`src/rtl/adc_sar_control_param_if.sv`:
```
// Result handshake bundle between the SAR controller and the result consumer.
interface adc_sar_control_param_if #(
  parameter int unsigned MATRIX_BITS = 12
);
  logic [MATRIX_BITS-1:0] result_out;
  logic                   result_valid_out;
  logic                   result_ready_in;
  logic                   saturated_out;
  logic                   overrun_out;

  // Controller side drives the result, consumer drives ready
  modport master (
    output result_out,
    output result_valid_out,
    output saturated_out,
    output overrun_out,
    input  result_ready_in
  );

  modport slave (
    input  result_out,
    input  result_valid_out,
    input  saturated_out,
    input  overrun_out,
    output result_ready_in
  );
endinterface

```
`src/rtl/adc_sar_control_param.sv`:
```
// SAR conversion sequencer: sample phase, redundant-weight successive approximation,
// majority averaging on the final steps, single-shot/continuous modes, result handshake.
module adc_sar_control_param #(
  parameter int unsigned                       MATRIX_BITS   = 12,
  parameter int unsigned                       N_STEPS       = 15,
  parameter logic [N_STEPS*MATRIX_BITS-1:0]    WEIGHTS       = {
    12'd1,   12'd2,   12'd4,   12'd6,   12'd9,   12'd15,  12'd25, 12'd41,
    12'd67,  12'd110, 12'd180, 12'd295, 12'd486, 12'd806, 12'd2048},
  parameter int unsigned                       AVG_STEPS     = 4,
  parameter int unsigned                       SAMPLE_CYCLES = 1
) (
  input  logic                   clk,
  input  logic                   rst,
  input  logic                   comparator_in,
  input  logic [2:0]             avg_control_in,
  input  logic                   continuous_in,
  input  logic                   start_in,
  output logic                   sample_out,
  output logic                   sample_out_n,
  output logic                   enable_loop_out,
  output logic [MATRIX_BITS-1:0] pswitch_out,
  output logic [MATRIX_BITS-1:0] nswitch_out,
  output logic                   busy_out,
  adc_sar_control_param_if.master res_if
);

  localparam int unsigned DATA_W    = MATRIX_BITS + 1;
  localparam int unsigned STEP_W    = (N_STEPS > 1) ? $clog2(N_STEPS) : 1;
  localparam int unsigned SCNT_W    = (SAMPLE_CYCLES > 1) ? $clog2(SAMPLE_CYCLES) : 1;
  localparam int unsigned AVG_W     = 5;
  localparam int unsigned SUM_W     = 6;
  localparam int unsigned FIRST_AVG = N_STEPS - AVG_STEPS;

  typedef enum logic [1:0] {
    S_IDLE    = 2'd0,
    S_SAMPLE  = 2'd1,
    S_CONVERT = 2'd2
  } state_t;

  state_t                 r_state;
  state_t                 w_state_nxt;
  logic [DATA_W-1:0]      r_data;
  logic [STEP_W-1:0]      r_step;
  logic [SCNT_W-1:0]      r_scnt;
  logic [AVG_W-1:0]       r_avg_n;
  logic [AVG_W-1:0]       r_cnt;
  logic [SUM_W-1:0]       r_sum;
  logic [MATRIX_BITS-1:0] r_result;
  logic                   r_valid;
  logic                   r_sat;
  logic                   r_overrun;
  logic                   r_sample;
  logic                   r_sample_n;
  logic                   r_enable;
  logic                   r_busy;

  logic [MATRIX_BITS-1:0] w_weight;
  logic                   w_is_avg;
  logic [SUM_W-1:0]       w_sum_tot;
  logic [SUM_W-1:0]       w_half;
  logic                   w_step_end;
  logic                   w_decide;
  logic                   w_done;
  logic [DATA_W-1:0]      w_data_acc;
  logic                   w_new_sat;
  logic [MATRIX_BITS-1:0] w_new_result;
  logic                   w_enter_sample;

  // Number of comparisons per averaged step selected by avg_control_in
  function automatic logic [AVG_W-1:0] f_avg_count(input logic [2:0] sel);
    case (sel)
      3'd0:    f_avg_count = 5'd1;
      3'd1:    f_avg_count = 5'd3;
      3'd2:    f_avg_count = 5'd7;
      3'd3:    f_avg_count = 5'd15;
      3'd4:    f_avg_count = 5'd31;
      default: f_avg_count = 5'd1;
    endcase
  endfunction

  assign w_weight     = WEIGHTS[int'(r_step)*MATRIX_BITS +: MATRIX_BITS];
  assign w_is_avg     = (int'(r_step) >= int'(FIRST_AVG));
  assign w_sum_tot    = r_sum + SUM_W'(comparator_in);
  assign w_half       = SUM_W'(({1'b0, r_avg_n} + 6'd1) >> 1);
  assign w_data_acc   = r_data + (w_decide ? DATA_W'(w_weight) : DATA_W'(0));
  assign w_new_sat    = w_data_acc[DATA_W-1];
  assign w_new_result = w_new_sat ? {MATRIX_BITS{1'b1}} : w_data_acc[MATRIX_BITS-1:0];
  assign w_enter_sample = (w_state_nxt == S_SAMPLE) && (r_state != S_SAMPLE);

  // State register
  always_ff @(posedge clk) begin
    if (rst) r_state <= S_IDLE;
    else     r_state <= w_state_nxt;
  end

  // Next-state logic and per-step decision
  always_comb begin
    w_state_nxt = r_state;
    w_step_end  = 1'b0;
    w_decide    = 1'b0;
    w_done      = 1'b0;
    case (r_state)
      S_IDLE: begin
        if (start_in || continuous_in) w_state_nxt = S_SAMPLE;
      end
      S_SAMPLE: begin
        if (r_scnt == SCNT_W'(SAMPLE_CYCLES - 1)) w_state_nxt = S_CONVERT;
      end
      S_CONVERT: begin
        if (!w_is_avg) begin
          w_step_end = 1'b1;
          w_decide   = comparator_in;
        end else if (r_cnt == r_avg_n - AVG_W'(1)) begin
          w_step_end = 1'b1;
          w_decide   = (w_sum_tot >= w_half);
        end
        if (w_step_end && (r_step == STEP_W'(N_STEPS - 1))) begin
          w_done      = 1'b1;
          w_state_nxt = continuous_in ? S_SAMPLE : S_IDLE;
        end
      end
      default: w_state_nxt = S_IDLE;
    endcase
  end

  // Sample/step counters, averaging accumulators and approximation data
  always_ff @(posedge clk) begin
    if (rst) begin
      r_data  <= '0;
      r_step  <= '0;
      r_scnt  <= '0;
      r_avg_n <= AVG_W'(1);
      r_cnt   <= '0;
      r_sum   <= '0;
    end else begin
      case (r_state)
        S_SAMPLE: r_scnt <= r_scnt + SCNT_W'(1);
        S_CONVERT: begin
          if (w_step_end) begin
            r_data <= w_data_acc;
            r_step <= r_step + STEP_W'(1);
            r_cnt  <= '0;
            r_sum  <= '0;
          end else begin
            r_cnt <= r_cnt + AVG_W'(1);
            r_sum <= w_sum_tot;
          end
        end
        default: ;
      endcase
      if (w_enter_sample) begin
        r_avg_n <= f_avg_count(avg_control_in);
        r_scnt  <= '0;
        r_data  <= '0;
      end
      if ((r_state == S_SAMPLE) && (w_state_nxt == S_CONVERT)) begin
        r_step <= '0;
        r_cnt  <= '0;
        r_sum  <= '0;
      end
    end
  end

  // Result register with valid/ready handshake and sticky overrun
  always_ff @(posedge clk) begin
    if (rst) begin
      r_result  <= '0;
      r_valid   <= 1'b0;
      r_sat     <= 1'b0;
      r_overrun <= 1'b0;
    end else if (w_done) begin
      if (r_valid && !res_if.result_ready_in) begin
        r_overrun <= 1'b1;
      end else begin
        r_result <= w_new_result;
        r_sat    <= w_new_sat;
        r_valid  <= 1'b1;
      end
    end else if (res_if.result_ready_in) begin
      r_valid <= 1'b0;
    end
  end

  // Phase outputs registered from the next state so they track r_state
  always_ff @(posedge clk) begin
    if (rst) begin
      r_sample   <= 1'b0;
      r_sample_n <= 1'b1;
      r_enable   <= 1'b0;
      r_busy     <= 1'b0;
    end else begin
      r_sample   <= (w_state_nxt == S_SAMPLE);
      r_sample_n <= (w_state_nxt != S_SAMPLE);
      r_enable   <= (w_state_nxt == S_CONVERT);
      r_busy     <= (w_state_nxt != S_IDLE);
    end
  end

  assign sample_out      = r_sample;
  assign sample_out_n    = r_sample_n;
  assign enable_loop_out = r_enable;
  assign busy_out        = r_busy;
  assign nswitch_out     = (r_state == S_CONVERT) ? MATRIX_BITS'(r_data + DATA_W'(w_weight))
                                                  : '0;
  assign pswitch_out     = ~nswitch_out;

  assign res_if.result_out       = r_result;
  assign res_if.result_valid_out = r_valid;
  assign res_if.saturated_out    = r_sat;
  assign res_if.overrun_out      = r_overrun;

endmodule

```
`src/flat_wrapper.sv`:
```
// flat-port wrapper written by rule: the top's interface ports become plain ports
module adc_sar_control_param_flat 
#(
  parameter int unsigned                       MATRIX_BITS   = 12,
  parameter int unsigned                       N_STEPS       = 15,
  parameter logic [N_STEPS*MATRIX_BITS-1:0]    WEIGHTS       = {
    12'd1,   12'd2,   12'd4,   12'd6,   12'd9,   12'd15,  12'd25, 12'd41,
    12'd67,  12'd110, 12'd180, 12'd295, 12'd486, 12'd806, 12'd2048},
  parameter int unsigned                       AVG_STEPS     = 4,
  parameter int unsigned                       SAMPLE_CYCLES = 1
)
  (clk, rst, comparator_in, avg_control_in, continuous_in, start_in, sample_out, sample_out_n, enable_loop_out, pswitch_out, nswitch_out, busy_out, res_if_result_out, res_if_result_valid_out, res_if_saturated_out, res_if_overrun_out, res_if_result_ready_in);
  adc_sar_control_param_if #(.MATRIX_BITS(MATRIX_BITS)) res_if_i ();
  input  logic clk;
  input  logic rst;
  input  logic comparator_in;
  input  logic [2:0] avg_control_in;
  input  logic continuous_in;
  input  logic start_in;
  output logic sample_out;
  output logic sample_out_n;
  output logic enable_loop_out;
  output logic [MATRIX_BITS-1:0] pswitch_out;
  output logic [MATRIX_BITS-1:0] nswitch_out;
  output logic busy_out;
  output wire logic [$bits(res_if_i.result_out)-1:0] res_if_result_out;
  output wire logic [$bits(res_if_i.result_valid_out)-1:0] res_if_result_valid_out;
  output wire logic [$bits(res_if_i.saturated_out)-1:0] res_if_saturated_out;
  output wire logic [$bits(res_if_i.overrun_out)-1:0] res_if_overrun_out;
  input wire logic [$bits(res_if_i.result_ready_in)-1:0] res_if_result_ready_in;
  assign res_if_result_out = res_if_i.result_out;
  assign res_if_result_valid_out = res_if_i.result_valid_out;
  assign res_if_saturated_out = res_if_i.saturated_out;
  assign res_if_overrun_out = res_if_i.overrun_out;
  assign res_if_i.result_ready_in = res_if_result_ready_in;
  adc_sar_control_param #(.MATRIX_BITS(MATRIX_BITS), .N_STEPS(N_STEPS), .WEIGHTS(WEIGHTS), .AVG_STEPS(AVG_STEPS), .SAMPLE_CYCLES(SAMPLE_CYCLES)) u_core (.clk(clk), .rst(rst), .comparator_in(comparator_in), .avg_control_in(avg_control_in), .continuous_in(continuous_in), .start_in(start_in), .sample_out(sample_out), .sample_out_n(sample_out_n), .enable_loop_out(enable_loop_out), .pswitch_out(pswitch_out), .nswitch_out(nswitch_out), .busy_out(busy_out), .res_if(res_if_i));
endmodule
```
`config.mk`:
```
export PLATFORM = sky130hd
export DESIGN_NAME = adc_sar_control_param_flat
export DESIGN_NICKNAME = d
export VERILOG_FILES = /design/src/rtl/adc_sar_control_param_if.sv /design/src/rtl/adc_sar_control_param.sv /design/src/flat_wrapper.sv
export SDC_FILE = /design/constraint.sdc
export NUM_CORES = 1
export LEC_CHECK = 0
export BUFFER_PORTS_ARGS = -buffer_cell sky130_fd_sc_hd__buf_4
export CORE_MARGIN = 1.5
export CORE_UTILIZATION = 60
export CTS_BUF_LIST = sky130_fd_sc_hd__clkbuf_8
export DETAILED_ROUTE_END_ITERATION = 10
export HOLD_SLACK_MARGIN = 0.08
export PLACE_DENSITY_LB_ADDON = 0.05
export SKIP_LAST_GASP = 1
export SLEW_MARGIN = 10
export SYNTH_ARGS = -nofsm -noshare
export SYNTH_HDL_FRONTEND = slang
export SYNTH_SLANG_ARGS = --single-unit
```
`constraint.sdc`:
```
create_clock -name clk -period 6.6 [get_ports clk]
set_input_delay 1.32 -clock clk [delete_from_list [all_inputs] [get_ports clk]]
set_output_delay 1.32 -clock clk [all_outputs]
set_load 0.03 [all_outputs]
```
==> reports/summary.json <==
{
  "worst-endpoint-required": {"value": 5.28, "unit": "ns"},
  "syn-mean-instance-area": {"value": 7.914, "unit": "um^2"},
  "ctsLongestPathBuffers": {"value": 2},
  "clock_latency": {"value": 0.32, "unit": "ns"},
  "p_sw_share": {"value": 33.09, "unit": "%"},
  "ff2ff_setup_slack": {"value": 2.27, "unit": "ns"},
  "timing.hold.worst_endpoint": {"value": "u_core.r_sum[0]"},
  "timing.final.setup_violations": {"value": 0},
  "power.share.combinational": {"value": 24.3, "unit": "%"},
  "gp_congestion": {"value": 0.9067},
  "ys_async_sr_fraction": {"value": 0, "unit": "%"},
  "netlist_area": {"value": 0.003799, "unit": "mm^2"},
  "synth_cells": {"value": 480},
  "finalCoreUtilization": {"value": 71.70, "unit": "%"},
  "critPathCaptureType": {"value": "output pin"},
  "timing.hold.worst.class": {"value": "reg -> reg"},
  "setup.worst_path.start_class": {"value": "flop"},
  "final.fill_count": {"value": 505},
  "floorplan.die_area": {"value": 0.006818, "unit": "mm^2"},
  "use_met1": {"value": 36.32, "unit": "%"},
  "synth_common_cells": {"value": "sky130_fd_sc_hd__dfxtp_1, sky130_fd_sc_hd__a21oi_1, sky130_fd_sc_hd__nor2_1"},
  "grt_pass1_wl": {"value": 13800, "unit": "um"},
  "via_count_of_the_routed_design": {"value": 3474},
  "insertedDiodeCount": {"value": 0},
  "clockPowerShare": {"value": 30.6, "unit": "%"},
  "globalRouteMet3Util": {"value": 3.407, "unit": "%"},
  "area_fraction_of_the_dominant_cell_type_after_synthesis": {"value": 28.46, "unit": "%"},
  "postSynth.topFlopCell": {"value": "sky130_fd_sc_hd__dfxtp_1"},
  "cts-hold-fix-buffers": {"value": 0},
  "cts_post_setup_buffers_inserted": {"value": 0},
  "viasPerCell": {"value": 5.809},
  "synthesis_to_finish_area_growth": {"value": 13.74, "unit": "%"},
  "tightest_slew": {"value": 1.060, "unit": "ns"},
  "grt_antenna_before_repair": {"value": 0},
  "dp.cells": {"value": 590},
  "whs_path_depth": {"value": 2},
  "synth_edf_count": {"value": 0},
  "final_antenna_violating_net_count": {"value": 0},
  "cts-root-buf": {"value": "sky130_fd_sc_hd__clkbuf_8"},
  "intPower": {"value": 522.1, "unit": "uW"},
  "htree_levels": {"value": 2},
  "total_gr_overflow": {"value": 0},
  "synthTopCellsByArea": {"value": "sky130_fd_sc_hd__dfxtp_1, sky130_fd_sc_hd__ha_1, sky130_fd_sc_hd__a21oi_1"},
  "clkTransAtPathRegs": {"value": 0.11, "unit": "ns"},
  "irDropWorstVdd": {"value": 0.0001674, "unit": "V"},
  "synth.yosys.warnings": {"value": 0},
  "grt_util_all_layers": {"value": 26.11, "unit": "%"},
  "arrival": {"value": 3.81, "unit": "ns"},
  "p_seq_share": {"value": 45.1, "unit": "%"},
  "core-area": {"value": 0.006026, "unit": "mm^2"},
  "yosysMostFrequentCell": {"value": "sky130_fd_sc_hd__dfxtp_1"},
  "grt_pass1_vias": {"value": 2996},
  "outcome": {"value": "finished, final reports clean"},
  "drtPass1Iterations": {"value": 5},
  "rr_endpoint": {"value": "u_core.res_if.result_out[2]"},
  "cts_resized": {"value": 0},
  "start_util": {"value": 63.04, "unit": "%"},
  "rsz0062_at_grt": {"value": "false"},
  "placementRows": {"value": 28},
  "reg2reg_from": {"value": "u_core.r_sum[0]"},
  "timing.slew.headroom": {"value": 29.34, "unit": "%"},
  "drt_drc_violations_left": {"value": 0},
  "finalHoldWorstSlack": {"value": 0.4967, "unit": "ns"},
  "timing.clock.skew": {"value": 0.006256, "unit": "ns"},
  "chipWidth": {"value": 82.57, "unit": "um"},
  "grt_use_met2": {"value": 42.03, "unit": "%"},
  "synth.ff_latch_count": {"value": 54},
  "fin_setup_tns": {"value": 0, "unit": "ns"},
  "final_layout_size_suffix_gt1_share": {"value": 14.34, "unit": "%"},
  "hold_path.startpoint": {"value": "u_core.r_sum[0]"},
  "p_switching": {"value": 258.2, "unit": "uW"},
  "max_cap_viol_count": {"value": 0},
  "instances_no_fill": {"value": 598},
  "tritoncts": {"value": "yes"},
  "synth_fp_nets": {"value": 529},
  "detail_route.wirelength": {"value": 8425, "unit": "um"},
  "crit_path_time_final": {"value": 5.131, "unit": "ns"},
  "criticalPathCategory": {"value": "reg -> out"},
  "path_max_fanout": {"value": 15},
  "yosysUniqueCellTypes": {"value": 59},
  "grt_start_max_net_pins": {"value": 26},
  "slew_violations": {"value": 0},
  "ys_seq_area_share": {"value": 28.46, "unit": "%"},
  "post-route-period-util": {"value": 77.74, "unit": "%"},
  "max_freq": {"value": 0.1949, "unit": "GHz"},
  "hold_viol_final": {"value": 0},
  "io_buffers": {"value": 51},
  "cts_buffers": {"value": 5},
  "synthDominantAreaCellType": {"value": "sky130_fd_sc_hd__dfxtp_1"},
  "ios": {"value": 52},
  "drt-initial-drc-count": {"value": 156},
  "p_leak": {"value": 1.982, "unit": "nW"},
  "final_nets": {"value": 571},
  "detailed_place_hpwl": {"value": 6389, "unit": "um"},
  "power_density": {"value": 180.6, "unit": "mW/mm^2"},
  "die_height": {"value": 82.57, "unit": "um"},
  "clock_sink_count": {"value": 54},
  "worstRegToRegCells": {"value": 17},
  "detail_route.wl_per_cell": {"value": 14.09, "unit": "um"},
  "grt_most_used_layer": {"value": "met2"}
}
-- cell usage in the layout, fill, tap and decap left out, drive strengths merged, types with 3 or more instances in the layout --
cell type  Yosys  layout
a211oi         8       8
a21o           9       9
a21oi         50      50
a22oi          5       5
a31oi          3       3
and2           8       8
and3           4       4
buf            8      54
clkbuf        11       5
dfxtp         54      54
ha            38      38
inv           29      30
mux2i          3       3
nand2         45      45
nand2b         6       6
nand3         15      15
nor2          47      47
nor2b          6       6
nor3          12      12
nor3b          7       7
o21a           5       5
o21ai         35      35
or2            3       3
or3            5       5
xnor2         17      17
xor2          17      17
-- worst max-delay path, cell delays in order (launching register included) --
cell	delay (ns)
sky130_fd_sc_hd__dfxtp_1	0.63
sky130_fd_sc_hd__inv_1	0.22
sky130_fd_sc_hd__ha_1	0.26
sky130_fd_sc_hd__a211oi_1	0.23
sky130_fd_sc_hd__a21oi_1	0.11
sky130_fd_sc_hd__ha_1	0.27
sky130_fd_sc_hd__inv_1	0.08
sky130_fd_sc_hd__fa_1	0.21
sky130_fd_sc_hd__nor2b_1	0.07
sky130_fd_sc_hd__o31a_1	0.25
sky130_fd_sc_hd__o31ai_1	0.36
sky130_fd_sc_hd__a21boi_1	0.13
sky130_fd_sc_hd__or3_1	0.33
sky130_fd_sc_hd__and3_1	0.19
sky130_fd_sc_hd__buf_4	0.16
-- logic make-up after synthesis --
logic type	count (synthesis)	synth area share (%)
mux	3	0.7905
simple gates	164	21.25
compound gates	137	22.73
buf+inv	48	5.369
fa+ha+maj	40	13.57
xor+xnor	34	7.839
flops	54	28.46
-- metal layers --
layer,vias up,wire (um)
met5,-,0
met4,0,87
met3,8,450
met2,108,3711
met1,1597,4176
li1,1761,-
-- state kept, by name, indices dropped and copies added, names as in the netlist --
signal / flops
u_core.r_data: 13
u_core.res_if.result_out: 12
u_core.r_sum: 6
u_core.r_cnt: 5
u_core.r_avg_n: 4
u_core.r_step: 4
u_core.r_state: 2
u_core.busy_out: 1
u_core.enable_loop_out: 1
u_core.r_scnt: 1
u_core.res_if.overrun_out: 1
u_core.res_if.result_valid_out: 1
u_core.res_if.saturated_out: 1
u_core.sample_out: 1
u_core.sample_out_n: 1
-- final cells by class --
| cell class | count | area [um^2] | share of cell area [%] |
|---|---|---|---|
| clock buffer | 5 | 68.82 | 1.593 |
| clock inverter | 3 | 48.80 | 1.129 |
| inverter | 29 | 108.9 | 2.520 |
| multi-input combinational | 378 | 2514 | 58.18 |
| sequential | 54 | 1081 | 25.02 |
| tap | 75 | 93.84 | 2.172 |
| timing repair buffer | 54 | 405.4 | 9.383 |
-- how the worst max path moves through the flow --
stage                     start                           to  slack, ns
2_1_floorplan     comparator_in  u_core.res_if.result_out[8]       1.46
3_3_place_gp      comparator_in  u_core.res_if.result_out[2]       1.33
3_5_place_dp      comparator_in  u_core.res_if.result_out[9]       1.15
4_1_cts           comparator_in  u_core.res_if.result_out[8]       1.48
5_1_grt           comparator_in  u_core.res_if.result_out[4]       1.18
6_report       u_core.r_step[2]               nswitch_out[8]       1.47
-- power by group through the flow --
| stage | Sequential (mW) | Combinational, mW | Clock [mW] |
|---|---|---|---|
| after floorplan | 0.361 | 0.138 | 0 |
| after global placement | 0.358 | 0.185 | 0 |
| after detailed placement | 0.358 | 0.189 | 0 |
| after CTS | 0.351 | 0.190 | 0.240 |
| after global routing | 0.354 | 0.211 | 0.252 |
| final | 0.352 | 0.190 | 0.239 |
-- metrics by stage --
stage,setup WS [ns],power [mW],cell area (um^2)
final,1.469,0.7803,4320
after global routing,1.178,0.8168,4320
after CTS,1.476,0.7812,4320
after detailed placement,1.154,0.5474,4203
after global placement,1.331,0.5434,4203
after floorplan,1.459,0.4991,3799
Note: power is estimated with default switching activity, not from simulation.
